**config.mk**
```make
export PLATFORM = sky130hd
export DESIGN_NAME = msg_stream_arbiter
export DESIGN_NICKNAME = d
export VERILOG_FILES = /design/src/rtl/msg_arb_pkg.sv /design/src/rtl/rr_priority_picker.sv /design/src/rtl/msg_stream_arbiter.sv
export SDC_FILE = /design/constraint.sdc
export NUM_CORES = 1
export LEC_CHECK = 0
export BUFFER_PORTS_ARGS = -buffer_cell sky130_fd_sc_hd__buf_4
export CAP_MARGIN = 10
export CELL_PAD_IN_SITES_DETAIL_PLACEMENT = 1
export CELL_PAD_IN_SITES_GLOBAL_PLACEMENT = 1
export CORE_AREA = 2 2 148 150
export CTS_CLUSTER_DIAMETER = 150
export CTS_CLUSTER_SIZE = 10
export DETAILED_ROUTE_END_ITERATION = 10
export DIE_AREA = 0 0 150 152
export PLACE_DENSITY_LB_ADDON = 0.05
export SLEW_MARGIN = 5
export SYNTH_ARGS = -nofsm -noshare
export SYNTH_HDL_FRONTEND = slang
export SYNTH_SLANG_ARGS = --single-unit
```
**constraint.sdc**
```tcl
create_clock -name clk -period 2.95 [get_ports clk]
set_clock_uncertainty 0.2 [all_clocks]
set_input_delay 0.1475 -clock clk [delete_from_list [all_inputs] [get_ports clk]]
set_output_delay 0.1475 -clock clk [all_outputs]
set_load 0.01 [all_outputs]
```
**src/rtl/msg_arb_pkg.sv**
```systemverilog
// Shared state encoding and round-robin search helper for msg_stream_arbiter.
package msg_arb_pkg;

    localparam int MAX_SRC   = 16;
    localparam int MAX_IDX_W = 4;

    typedef enum logic [1:0] {
        ARB_IDLE,
        ARB_BUSY,
        ARB_FLUSH
    } arb_state_t;

    // Requests above the real source count are zero-padded. That keeps a mod-MAX_SRC
    // walk in the same order as a mod-NUM_SRC walk, so this one helper fits every legal width.
    function automatic logic [MAX_IDX_W-1:0] rr_pick(
        input logic [MAX_SRC-1:0]   req,
        input logic [MAX_IDX_W-1:0] last
    );
        logic [MAX_IDX_W-1:0] idx;
        rr_pick = last;
        for (int k = MAX_SRC; k >= 1; k--) begin
            idx = last + MAX_IDX_W'(k);
            if (req[idx]) begin
                rr_pick = idx;
            end
        end
    endfunction

endpackage

```
**src/rtl/rr_priority_picker.sv**
```systemverilog
// Combinational round-robin search: the first requester after i_last, wrapping modulo NUM_SRC.
module rr_priority_picker
    import msg_arb_pkg::*;
#(
    parameter int NUM_SRC = 4
) (
    input  logic [NUM_SRC-1:0]         i_req,
    input  logic [$clog2(NUM_SRC)-1:0] i_last,
    output logic                       o_found,
    output logic [$clog2(NUM_SRC)-1:0] o_index
);

    localparam int IDX_W = $clog2(NUM_SRC);

    assign o_found = |i_req;
    assign o_index = IDX_W'(rr_pick(MAX_SRC'(i_req), MAX_IDX_W'(i_last)));

endmodule

```
**src/rtl/msg_stream_arbiter.sv**
```systemverilog
// Packet-atomic round-robin arbiter sharing one msg_parser AXI-Stream port between NUM_SRC sources.
// Define MSG_ARB_WATCHDOG_EN to add the stall watchdog, the FLUSH state and the watchdog_err output.
module msg_stream_arbiter
    import msg_arb_pkg::*;
#(
    parameter int NUM_SRC        = 4,
    parameter int DATA_BYTES     = 8,
    parameter int TKEEP_WIDTH    = 8,
    parameter int TIMEOUT_CYCLES = 64
) (
    input  logic                            clk,
    input  logic                            rst,
    input  logic [NUM_SRC-1:0]              s_tvalid,
    output logic [NUM_SRC-1:0]              s_tready,
    input  logic [NUM_SRC-1:0]              s_tlast,
    input  logic [NUM_SRC-1:0]              s_tuser,
    input  logic [NUM_SRC*8*DATA_BYTES-1:0] s_tdata,
    input  logic [NUM_SRC*TKEEP_WIDTH-1:0]  s_tkeep,
    output logic                            m_tvalid,
    input  logic                            m_tready,
    output logic                            m_tlast,
    output logic                            m_tuser,
    output logic [8*DATA_BYTES-1:0]         m_tdata,
    output logic [TKEEP_WIDTH-1:0]          m_tkeep,
    output logic [$clog2(NUM_SRC)-1:0]      grant_id,
    output logic                            busy
`ifdef MSG_ARB_WATCHDOG_EN
    ,
    output logic                            watchdog_err
`endif
);

    localparam int DW = 8 * DATA_BYTES;
    localparam int GW = $clog2(NUM_SRC);

    arb_state_t           r_state;
    logic [GW-1:0]        r_grant;
    logic [GW-1:0]        r_last_grant;

    logic                 w_found;
    logic [GW-1:0]        w_pick;
    logic                 w_src_valid;
    logic                 w_src_last;
    logic                 w_src_user;
    logic [DW-1:0]        w_src_data;
    logic [TKEEP_WIDTH-1:0] w_src_keep;
    logic                 w_synth;
    logic                 w_hs;

    rr_priority_picker #(
        .NUM_SRC (NUM_SRC)
    ) u_picker (
        .i_req   (s_tvalid),
        .i_last  (r_last_grant),
        .o_found (w_found),
        .o_index (w_pick)
    );

    assign w_src_valid = s_tvalid[r_grant];
    assign w_src_last  = s_tlast[r_grant];
    assign w_src_user  = s_tuser[r_grant];
    assign w_src_data  = s_tdata[int'(r_grant)*DW +: DW];
    assign w_src_keep  = s_tkeep[int'(r_grant)*TKEEP_WIDTH +: TKEEP_WIDTH];

`ifdef MSG_ARB_WATCHDOG_EN
    localparam int CW = $clog2(TIMEOUT_CYCLES + 1);

    logic [CW-1:0] r_stall_cnt;
    logic          r_wd_fire;
    logic          r_wd_err;

    // r_wd_fire holds the synthetic error beat on m_* until msg_parser accepts it.
    always_ff @(posedge clk or negedge rst) begin
        if (!rst) begin
            r_stall_cnt <= '0;
            r_wd_fire   <= 1'b0;
            r_wd_err    <= 1'b0;
        end else if (r_state == ARB_BUSY && !r_wd_fire) begin
            if (w_src_valid) begin
                r_stall_cnt <= '0;
            end else if (r_stall_cnt == CW'(TIMEOUT_CYCLES - 1)) begin
                r_stall_cnt <= '0;
                r_wd_fire   <= 1'b1;
                r_wd_err    <= 1'b1;
            end else begin
                r_stall_cnt <= r_stall_cnt + 1'b1;
            end
        end else if (r_wd_fire) begin
            if (m_tready) begin
                r_wd_fire <= 1'b0;
            end
        end else begin
            r_stall_cnt <= '0;
        end
    end

    assign w_synth      = r_wd_fire;
    assign watchdog_err = r_wd_err;
`else
    // The stall limit has no meaning without the watchdog.
    localparam int unused_timeout = TIMEOUT_CYCLES;
    assign w_synth = 1'b0;
`endif

    always_comb begin
        // NOTE: every output gets a default first, so no branch below can infer a latch.
        m_tvalid = 1'b0;
        m_tlast  = 1'b0;
        m_tuser  = 1'b0;
        m_tdata  = '0;
        m_tkeep  = '0;
        s_tready = '0;
        case (r_state)
            ARB_BUSY: begin
                if (w_synth) begin
                    m_tvalid = 1'b1;
                    m_tlast  = 1'b1;
                    m_tuser  = 1'b1;
                end else begin
                    m_tvalid          = w_src_valid;
                    m_tlast           = w_src_last;
                    m_tuser           = w_src_user;
                    m_tdata           = w_src_data;
                    m_tkeep           = w_src_keep;
                    s_tready[r_grant] = m_tready;
                end
            end
`ifdef MSG_ARB_WATCHDOG_EN
            ARB_FLUSH: s_tready[r_grant] = 1'b1;
`endif
            default: ;
        endcase
    end

    assign w_hs = m_tvalid & m_tready;

    always_ff @(posedge clk or negedge rst) begin
        if (!rst) begin
            // NOTE: the outputs decode from r_state, so this reset blanks them without a clock edge.
            r_state      <= ARB_IDLE;
            r_grant      <= '0;
            r_last_grant <= GW'(NUM_SRC - 1);
        end else begin
            // NOTE: sequential state updates use non-blocking assignments only.
            case (r_state)
                ARB_IDLE: begin
                    if (w_found) begin
                        r_grant <= w_pick;
                        r_state <= ARB_BUSY;
                    end
                end
                ARB_BUSY: begin
                    if (w_hs && m_tlast) begin
                        if (w_synth) begin
                            r_state <= ARB_FLUSH;
                        end else begin
                            r_last_grant <= r_grant;
                            r_state      <= ARB_IDLE;
                        end
                    end
                end
                ARB_FLUSH: begin
                    if (w_src_valid && w_src_last) begin
                        r_last_grant <= r_grant;
                        r_state      <= ARB_IDLE;
                    end
                end
                default: r_state <= ARB_IDLE;
            endcase
        end
    end

    assign grant_id = r_grant;
    assign busy     = (r_state != ARB_IDLE);

endmodule

```
* After elaboration in Yosys (flattened, before gate mapping) *
Index checks and enable logic that the tools add are counted.

storage, ports and cells
  bits in registers = 6
  bits of input ports = 303
  output and inout port bits = 82
  logic and storage cells = 120

cells by class
  add/subtract/negate cells = 15
  $lt $le $gt $ge = 17
  equality and inequality tests = 5
  shift-type cells = 2
  multiplexer cells = 66
  bitwise logic cells = 2
  reductions and logical operators = 10

operators with widths
  cell                 count
  $shiftx 256x9->64    1
  $mux 64              1
  $bmux 1 s4           15
  $lt 4x5->1 const B   12
  $mux 2               20
  $shiftx 32x6->8      1
  $mux 1               22
  $add 2x3->4 const B  4
  $add 2x4->4 const B  4
  $lt 3x5->1 const B   3
  $add 3x3->4 const B  2
  $mux 8               1
  $add 2x2->3 const B  2
  $bmux 1 s2           3
  $pmux 2 s3           1
  $reduce_and 3->1     2
  $add 3x1->4 const B  1
  $add 3x2->4 const B  1
  $and 4x4->4          1
  $mux 4               1
  $ne 2x2->1 const B   2
  $pmux 2 s2           1
  $reduce_bool 2->1    2
  $reduce_or 4->1      1
  11 further kinds     13

* Longest topological paths before layout *
Gate-level depths: netlist of the first run.

  depth in word-level cells = 18
  gate-level depth with buffers = 8
  mapped depth without buffers = 7

* Hierarchy *
Synthesis of the first run repeated with hierarchy kept, for this count alone.

second synthesis, totals
  cell total of the unflattened synthesis = 234
  area, all modules = 2821.5 um^2

by module, submodules not included
  module              times used  cells an instance  area each (um^2)  sequential area each (um^2)
  msg_stream_arbiter  1           200                2542.4            127.6
  rr_priority_picker  1           34                 279.0             0.0

* Worst setup path after synthesis of the first run *
OpenSTA, ideal clock, no wires.

  kind = register -> register
  start = reg r_last_grant[0]
  end = reg r_grant[0], in the netlist grant_id[0]
  library setup time = 121 ps
  data arrival time = 2113 ps
  data required time = 2629 ps
  setup slack = 516 ps
  stages on the path, launching flop included = 9
  buffers on the path = 1
  period minus slack after synthesis = 2434 ps
  path through = dfstp_2 > buf_2 > inv_1 > ha_1 > mux4_2 > nor2b_4 > o32ai_2 > xnor2_1 > o21ai_1

on the way
  longest elaborated chain between the ends = 18
  elaborated cells on any way between the ends = 60
  those cells by class = add/sub: 15; mux: 45

ends and longest elaborated chain
  item                          RTL line                   source
  start, declared               msg_stream_arbiter.sv:38   logic [GW-1:0] r_last_grant;
  start signal, assigned        msg_stream_arbiter.sv:142  r_last_grant <= GW'(NUM_SRC - 1);
  start signal, assigned        msg_stream_arbiter.sv:157  r_last_grant <= r_grant;
  start signal, assigned        msg_stream_arbiter.sv:164  r_last_grant <= r_grant;
  $add 3x1->4                   msg_arb_pkg.sv:22          idx = last + MAX_IDX_W'(k);
  $bmux 1 s4                    msg_arb_pkg.sv:23          if (req[idx]) begin
  $mux 1 (implied by the code)  msg_arb_pkg.sv:23
  $mux 2 (14 in series)         msg_arb_pkg.sv:23
  $mux 2 (*)                    msg_arb_pkg.sv:23
  end signal, assigned          msg_stream_arbiter.sv:148  r_grant <= w_pick;
  end, declared                 msg_stream_arbiter.sv:37   logic [GW-1:0] r_grant;

Mark *: on every way between the ends. The rest lies on a longest branch, timed or not. The select of a mux whose other input is x is not followed.
A chain may end at the register's enable or synchronous reset.

* Worst setup path after layout of the first run *
Ends and elaborated chain as after synthesis.

==> results of run 1 <==
-- worst paths after layout --
check	start	to	slack [ns]	cells after the start
max	r_last_grant[0]	grant_id[0]	0.42	7
min	rst	grant_id[0]	0.07	2
max reg2reg	r_last_grant[0]	grant_id[0]	0.42	7
min reg2reg	r_last_grant[1]	r_last_grant[1]	0.34	2
max in group asynchronous	rst	r_last_grant[1]	2.29	2
min in group clk	m_tready	r_last_grant[1]	0.09	3
-- cells in the mapped netlist, types with 3 or more instances --
| cell type | number |
|---|---|
| buf_2 | 11 |
| and2_1 | 75 |
| inv_1 | 4 |
| nand2_1 | 6 |
| buf_4 | 3 |
| mux2i_1 | 3 |
| a221oi_1 | 3 |
| clkbuf_1 | 13 |
| dfrtp_1 | 3 |
| mux4_2 | 76 |
-- power groups by stage --
stage	Clock (mW)	Combinational (mW)	Sequential, mW
4_1_cts	0.230	4.55	0.250
6_report	0.225	4.43	0.243
5_1_grt	0.237	4.80	0.263
3_5_place_dp	0	4.54	0.251
3_3_place_gp	0	4.52	0.248
2_1_floorplan	0	2.67	0.146
-- per-stage QoR --
stage	area, µm²	utilization, %	cells	hold WS [ns]	power (mW)
detailed placement	5980	28.0	871	-0.241	4.79
floorplan	2780	-	229	-0.348	2.81
global placement	5980	28.0	871	-0.240	4.77
CTS	6070	28.4	876	0.0638	5.03
global route	6070	28.4	876	0.0643	5.30
finish	6070	28.4	876	0.0671	4.90
-- layout make-up --
| cell class | instances | area share (%) |
|---|---|---|
| clock buffers | 4 | 1.30 |
| flip-flops and latches | 5 | 2.25 |
| inverters | 4 | 0.247 |
| repair buffers | 390 | 49.1 |
| multi-input cells | 193 | 41.3 |
| well taps | 280 | 5.77 |
-- flip-flops by register name, summed over array words and instances (netlist names) --
register and count:
grant_id 2, r_last_grant 2, r_state 1
-- per-layer routing --
| layer | routed length [µm] | part of all wire [%] | up-vias | GRT usage, % |
|---|---|---|---|---|
| met1 | 6900 | 36 | 1804 | 18.0 |
| li1 | - | - | 1669 | - |
| met4 | 367 | 1.9 | 0 | 2.79 |
| met3 | 1440 | 7.6 | 16 | 3.33 |
| met5 | 0 | 0 | - | 0 |
| met2 | 10200 | 54 | 174 | 30.0 |
-- worst max-delay path, cell delays in order, from the launching register on --
cell and delay, ns:
dfstp_2 0.68, inv_1 0.14, ha_1 0.39, mux4_2 0.35, nor2b_4 0.15, o32ai_2 0.28, xnor2_1 0.15, o21ai_1 0.07
-- logic make-up after synthesis --
family / share of synthesized area [%]
AOI/OAI and AO/OA: 3.79
xor gates and xnor gates: 0.316
adders and majority gates: 0.902
buffers and inverters: 5.09
DFF: 4.60
muxes: 64.5
and+or+nand+nor: 20.8
-- what timing repair did --
item,4_1_cts,5_1_grt
endpoints found under the setup margin,0,0
gates resized for setup,0,0
endpoints found under the hold margin,5,0
hold buffers,1,0
==> flow_summary.ini, run 1 <==
[timing]
fmax_ghz = 0.395
finalCriticalPeriod_ns = 2.53
final-setup-viol-count = 0
rsz0062_at_grt = false
tns_ns = 0
maxSlewViolCount = 0
maxSlewHeadroom_pct = 66.4
hold_violations = 0
tightest_slew_ns = 0.504
post-route-period-util_pct = 85.9
setup_slack_ns = 0.417

[pwr]
switching_power_mw = 2.02
p_comb_share_pct = 90.4
seqPwrFrac_pct = 5.0
p_int_mw = 2.88
switching_share_pct = 41.3
ir_drop_v = 0.000437
p_leak_nw = 2.77
p_per_area_mw_per_mm2 = 808
clkPwrFrac_pct = 4.6

[synth]
synth_nets = 534
synthTopCellsByArea = mux4_2, and2_1, dfrtp_1, buf_2, dfstp_2
synth.avg_cell_area_um2 = 12.1
synth_seq_area_share_pct = 4.60
ys_warn_count = 0
syn_area_mm2 = 0.00278
synth_edf_count = 0
synth_cells = 229
synth_cell_type_count = 33
synth_seq_cells = 5
yosysTopAreaCellShare_pct = 61.7
synth-async-reset-ratio_pct = 100
synthFlopType = dfrtp_1
yosys.area.top_type = mux4_2

[setup_path]
critPathRequiredTime_ns = 2.86
cp_max_fo = 12
endpoint_kind = flop
start_kind = flop
critical_path_class = reg -> reg
crit_arrival_ns = 2.44

[drt]
wl_per_cell_um = 21.6
ant_nets = 0
totalWireLength_mm = 18.9
drtIter0Drc = 70
num_vias = 3663
first_pass_iters = 3
viasPerCell = 4.18
drc_errors = 0

[finish]
final_layout_size_suffix_gt1_share_pct = 80.4
seq_area_um2 = 136
mostFrequentLayoutCell = buf_4
multi_input_area_mm2 = 0.00251
final_cell_mix = buf_4, mux4_2, and2_1, nand2_1
syn2layout_area_growth_pct = 119
n_antenna_cell = 0
finalNetCount = 902
num-fill-cells = 2512

[clock_tree]
clk_path_buf_depth = 2
cts_root_buf = clkbuf_16
post-cts-setup-buffers = 0
cts_tree = done
clock_latency_ns = 0.23
clk_pin_slew_ns = 0.03
cts_sinks = 5
h-tree-depth = 1
cts_buffers = 3

[floorplanning]
die_area_mm2 = 0.0228
core_mm2 = 0.0214
start_util_pct = 13.0
core.rowCount = 54
die-height_um = 152
ios = 385
die_w_um = 150

[run_status]
status = completed

[placement]
place_congestion = 0.822
dp_hpwl_mm = 16.0
portBuffers = 384
pre_cts_ws_ns = 0.430

[global_routing]
grt_max_degree = 61
grt-ovfl-total = 0
grt_pass1_vias = 4088
grt_pass1_wl_mm = 27.2
grt_util_all_layers_pct = 15.8
antenna_found_initial = 0

[run]
drv_cap = 0

[min_path]
hold_class = in -> async
Note: power is estimated with default switching activity, not from simulation.
==> run 2: changes to the inputs <==
--- a/config.mk
+++ b/config.mk
@@ -5,15 +5,16 @@
 export SDC_FILE = /design/constraint.sdc
 export NUM_CORES = 1
 export LEC_CHECK = 0
+export ABC_AREA = 1
 export BUFFER_PORTS_ARGS = -buffer_cell sky130_fd_sc_hd__buf_4
 export CAP_MARGIN = 10
 export CELL_PAD_IN_SITES_DETAIL_PLACEMENT = 1
 export CELL_PAD_IN_SITES_GLOBAL_PLACEMENT = 1
-export CORE_AREA = 2 2 148 150
+export CORE_AREA = 2 2 151 153
 export CTS_CLUSTER_DIAMETER = 150
 export CTS_CLUSTER_SIZE = 10
 export DETAILED_ROUTE_END_ITERATION = 10
-export DIE_AREA = 0 0 150 152
+export DIE_AREA = 0 0 153 155
 export PLACE_DENSITY_LB_ADDON = 0.05
 export SLEW_MARGIN = 5
 export SYNTH_ARGS = -nofsm -noshare
==> run 2 against run 1 <==
Against the previous run: wire length up 11%; die area is 4.0% higher; flip-flop and latch count did not move; synthesized cell count grew 90%; fmax fell by 0.23%; largest power group unchanged; highest routed layer unchanged.
==> flow_summary.ini, run 2 <==
[clock_tree]
h-tree-depth = 1
clk_pin_slew_ns = 0.03
cts_root_buf = clkbuf_16
post-cts-setup-buffers = 0
cts_sinks = 5
clock_latency_ns = 0.23
cts_tree = done
cts_buffers = 3
clk_path_buf_depth = 2

[timing]
rsz0062_at_grt = false
timing.hold.ws_ns = 0.0511
final-setup-viol-count = 0
maxSlewViolCount = 0
tightest_slew_ns = 0.538
maxSlewHeadroom_pct = 64.1
tns_ns = 0
finalCriticalPeriod_ns = 2.54
hold_violations = 0
post-route-period-util_pct = 86.1
fmax_ghz = 0.394
setup_slack_ns = 0.411

[floorplanning]
core_mm2 = 0.0222
die_area_mm2 = 0.0237
ios = 385
core.rowCount = 55
die_w_um = 153
start_util_pct = 12.3
die-height_um = 155

[min_path]
hold_class = in -> reg
min_to = r_state[0]
hold_depth = 5
min_from = s_tvalid[1]

[synth]
synth.avg_cell_area_um2 = 6.30
yosys.area.top_type = nand2_1
synthFlopType = dfrtp_1
synth-async-reset-ratio_pct = 100
yosysMostFrequentCell = nand2_1
yosysTopAreaCellShare_pct = 25.7
synth_seq_area_share_pct = 4.67
ys_top_cells_by_count = nand2_1, a31oi_1, a22oi_2, a22oi_1, buf_6
synth_seq_cells = 5
syn_area_mm2 = 0.00273
synthTopCellsByArea = nand2_1, a22oi_2, a31oi_1, buf_6, a22oi_1
synth_edf_count = 0
synth_cell_type_count = 27
ys_warn_count = 0
synth_cells = 434
synth_nets = 739

[finish]
fin_area_mm2 = 0.00590
final_cell_mix = buf_4, nand2_1, a31oi_1, a22oi_2, a22oi_1
finalNetCount = 1100
utilization_pct = 26.6
n_antenna_cell = 0
final_layout_size_suffix_gt1_share_pct = 58.4
mostFrequentLayoutCell = buf_4
syn2layout_area_growth_pct = 116
instances_no_fill = 1079

[placement]
dp_cells = 1074
place_congestion = 0.873
dp_hpwl_mm = 17.1
portBuffers = 384
place_area_mm2 = 0.00581
pre_cts_ws_ns = 0.609

[pwr]
ir_drop_v = 0.000318
p_leak_nw = 2.74
p_per_area_mw_per_mm2 = 845
total_power_mw = 4.99

[global_routing]
grt_pass1_vias = 5157
antenna_found_initial = 0
grt_pass1_wl_mm = 30.7
grt_max_degree = 48
grt-ovfl-total = 0
grt_util_all_layers_pct = 16.5

[setup_path]
crit_top_cell = buf_4
regToRegSetupSlack_ns = 0.77
critPathTopFamily = buffers and inverters
critPathRequiredTime_ns = 2.60
crit_arrival_ns = 2.19
r2r-end = grant_id[1]
endpoint_kind = output pin
regToRegStartpoint = r_last_grant[0]
start_kind = flop
crit_path_cell_trace = nand2_4 -> clkinv_2 -> buf_4 -> a22oi_1 -> a31oi_1 -> buf_4
critical_path_class = reg -> out
cpMaxStageDelayCell = dfrtp_1
cp_max_fo = 22
critPathBufInv = 3
cp-startpoint = grant_id[0]
reg2reg_depth = 9
crit_path_max_incr_delay_ns = 0.53

[run]
drv_cap = 0

[drt]
wl_per_cell_um = 19.5
topRoutingLayerUsed = met4
met3_length_mm = 1.47
viasPerCell = 4.42
ant_nets = 0
num_vias = 4774
first_pass_iters = 4
route.met2.wl_mm = 11.4
totalWireLength_mm = 21.1
drc_errors = 0
m1WireLength_mm = 7.87
drtIter0Drc = 145

[run_status]
status = completed
==> run 2: cell families (layout without fill, tap and decap cells) <==
group | after synthesis | in the layout | share of synthesized area, %
multiplexers | 1 | 1 | 0.366
AND/OR/NAND/NOR | 215 | 215 | 31.5
flip-flops | 5 | 5 | 4.67
buffers and inverters | 59 | 419 | 14.4
AO/OA/AOI/OAI | 152 | 152 | 48.2
adder cells (fa/ha/maj) | 2 | 2 | 0.915
==> run 2: worst register-to-register path: stages (launching register included) <==
cell      delay (ns)
dfstp_2         0.62
inv_2           0.10
ha_1            0.38
inv_1           0.13
nand3_1         0.12
nand3b_1        0.13
nor3b_1         0.19
nand2_1         0.08
nand2_1         0.07
nand2_1         0.05
==> run 2: cell type report <==
cell class / count / area, µm²
Clock buffer: 4 / 78.8
Fill cell: 2793 / 16300
Inverter: 18 / 68.8
Multi-Input combinational cell: 370 / 2210
Sequential cell: 5 / 128
Tap cell: 285 / 357
Timing Repair Buffer: 397 / 3060
==> run 2: metal layers <==
layer / global-route usage [%] / vias to the layer above
li1: - / 2287
met1: 17.8 / 2259
met2: 32.7 / 210
met3: 3.96 / 18
met4: 2.60 / 0
met5: 0 / -
==> run 2: worst max path at each step <==
stage,end,slack (ns),cells after the start
finish,m_tdata[44],0.41,6
global placement,m_tdata[15],0.68,6
floorplan,grant_id[1],1.04,9
CTS,m_tdata[44],0.36,6
global route,m_tdata[44],0.21,7
detailed placement,m_tdata[44],0.61,6
==> run 2: repair_timing <==
item | in CTS | in global routing
hold buffers | 1 | 0
hold endpoints to repair | 5 | 0
gates resized for setup | 0 | 0
==> run 2: where the power goes <==
group | internal, mW | switching, mW | total, mW
Sequential | 0.108 | 0.0703 | 0.178
Combinational | 2.10 | 2.48 | 4.59
Clock | 0.179 | 0.0440 | 0.223
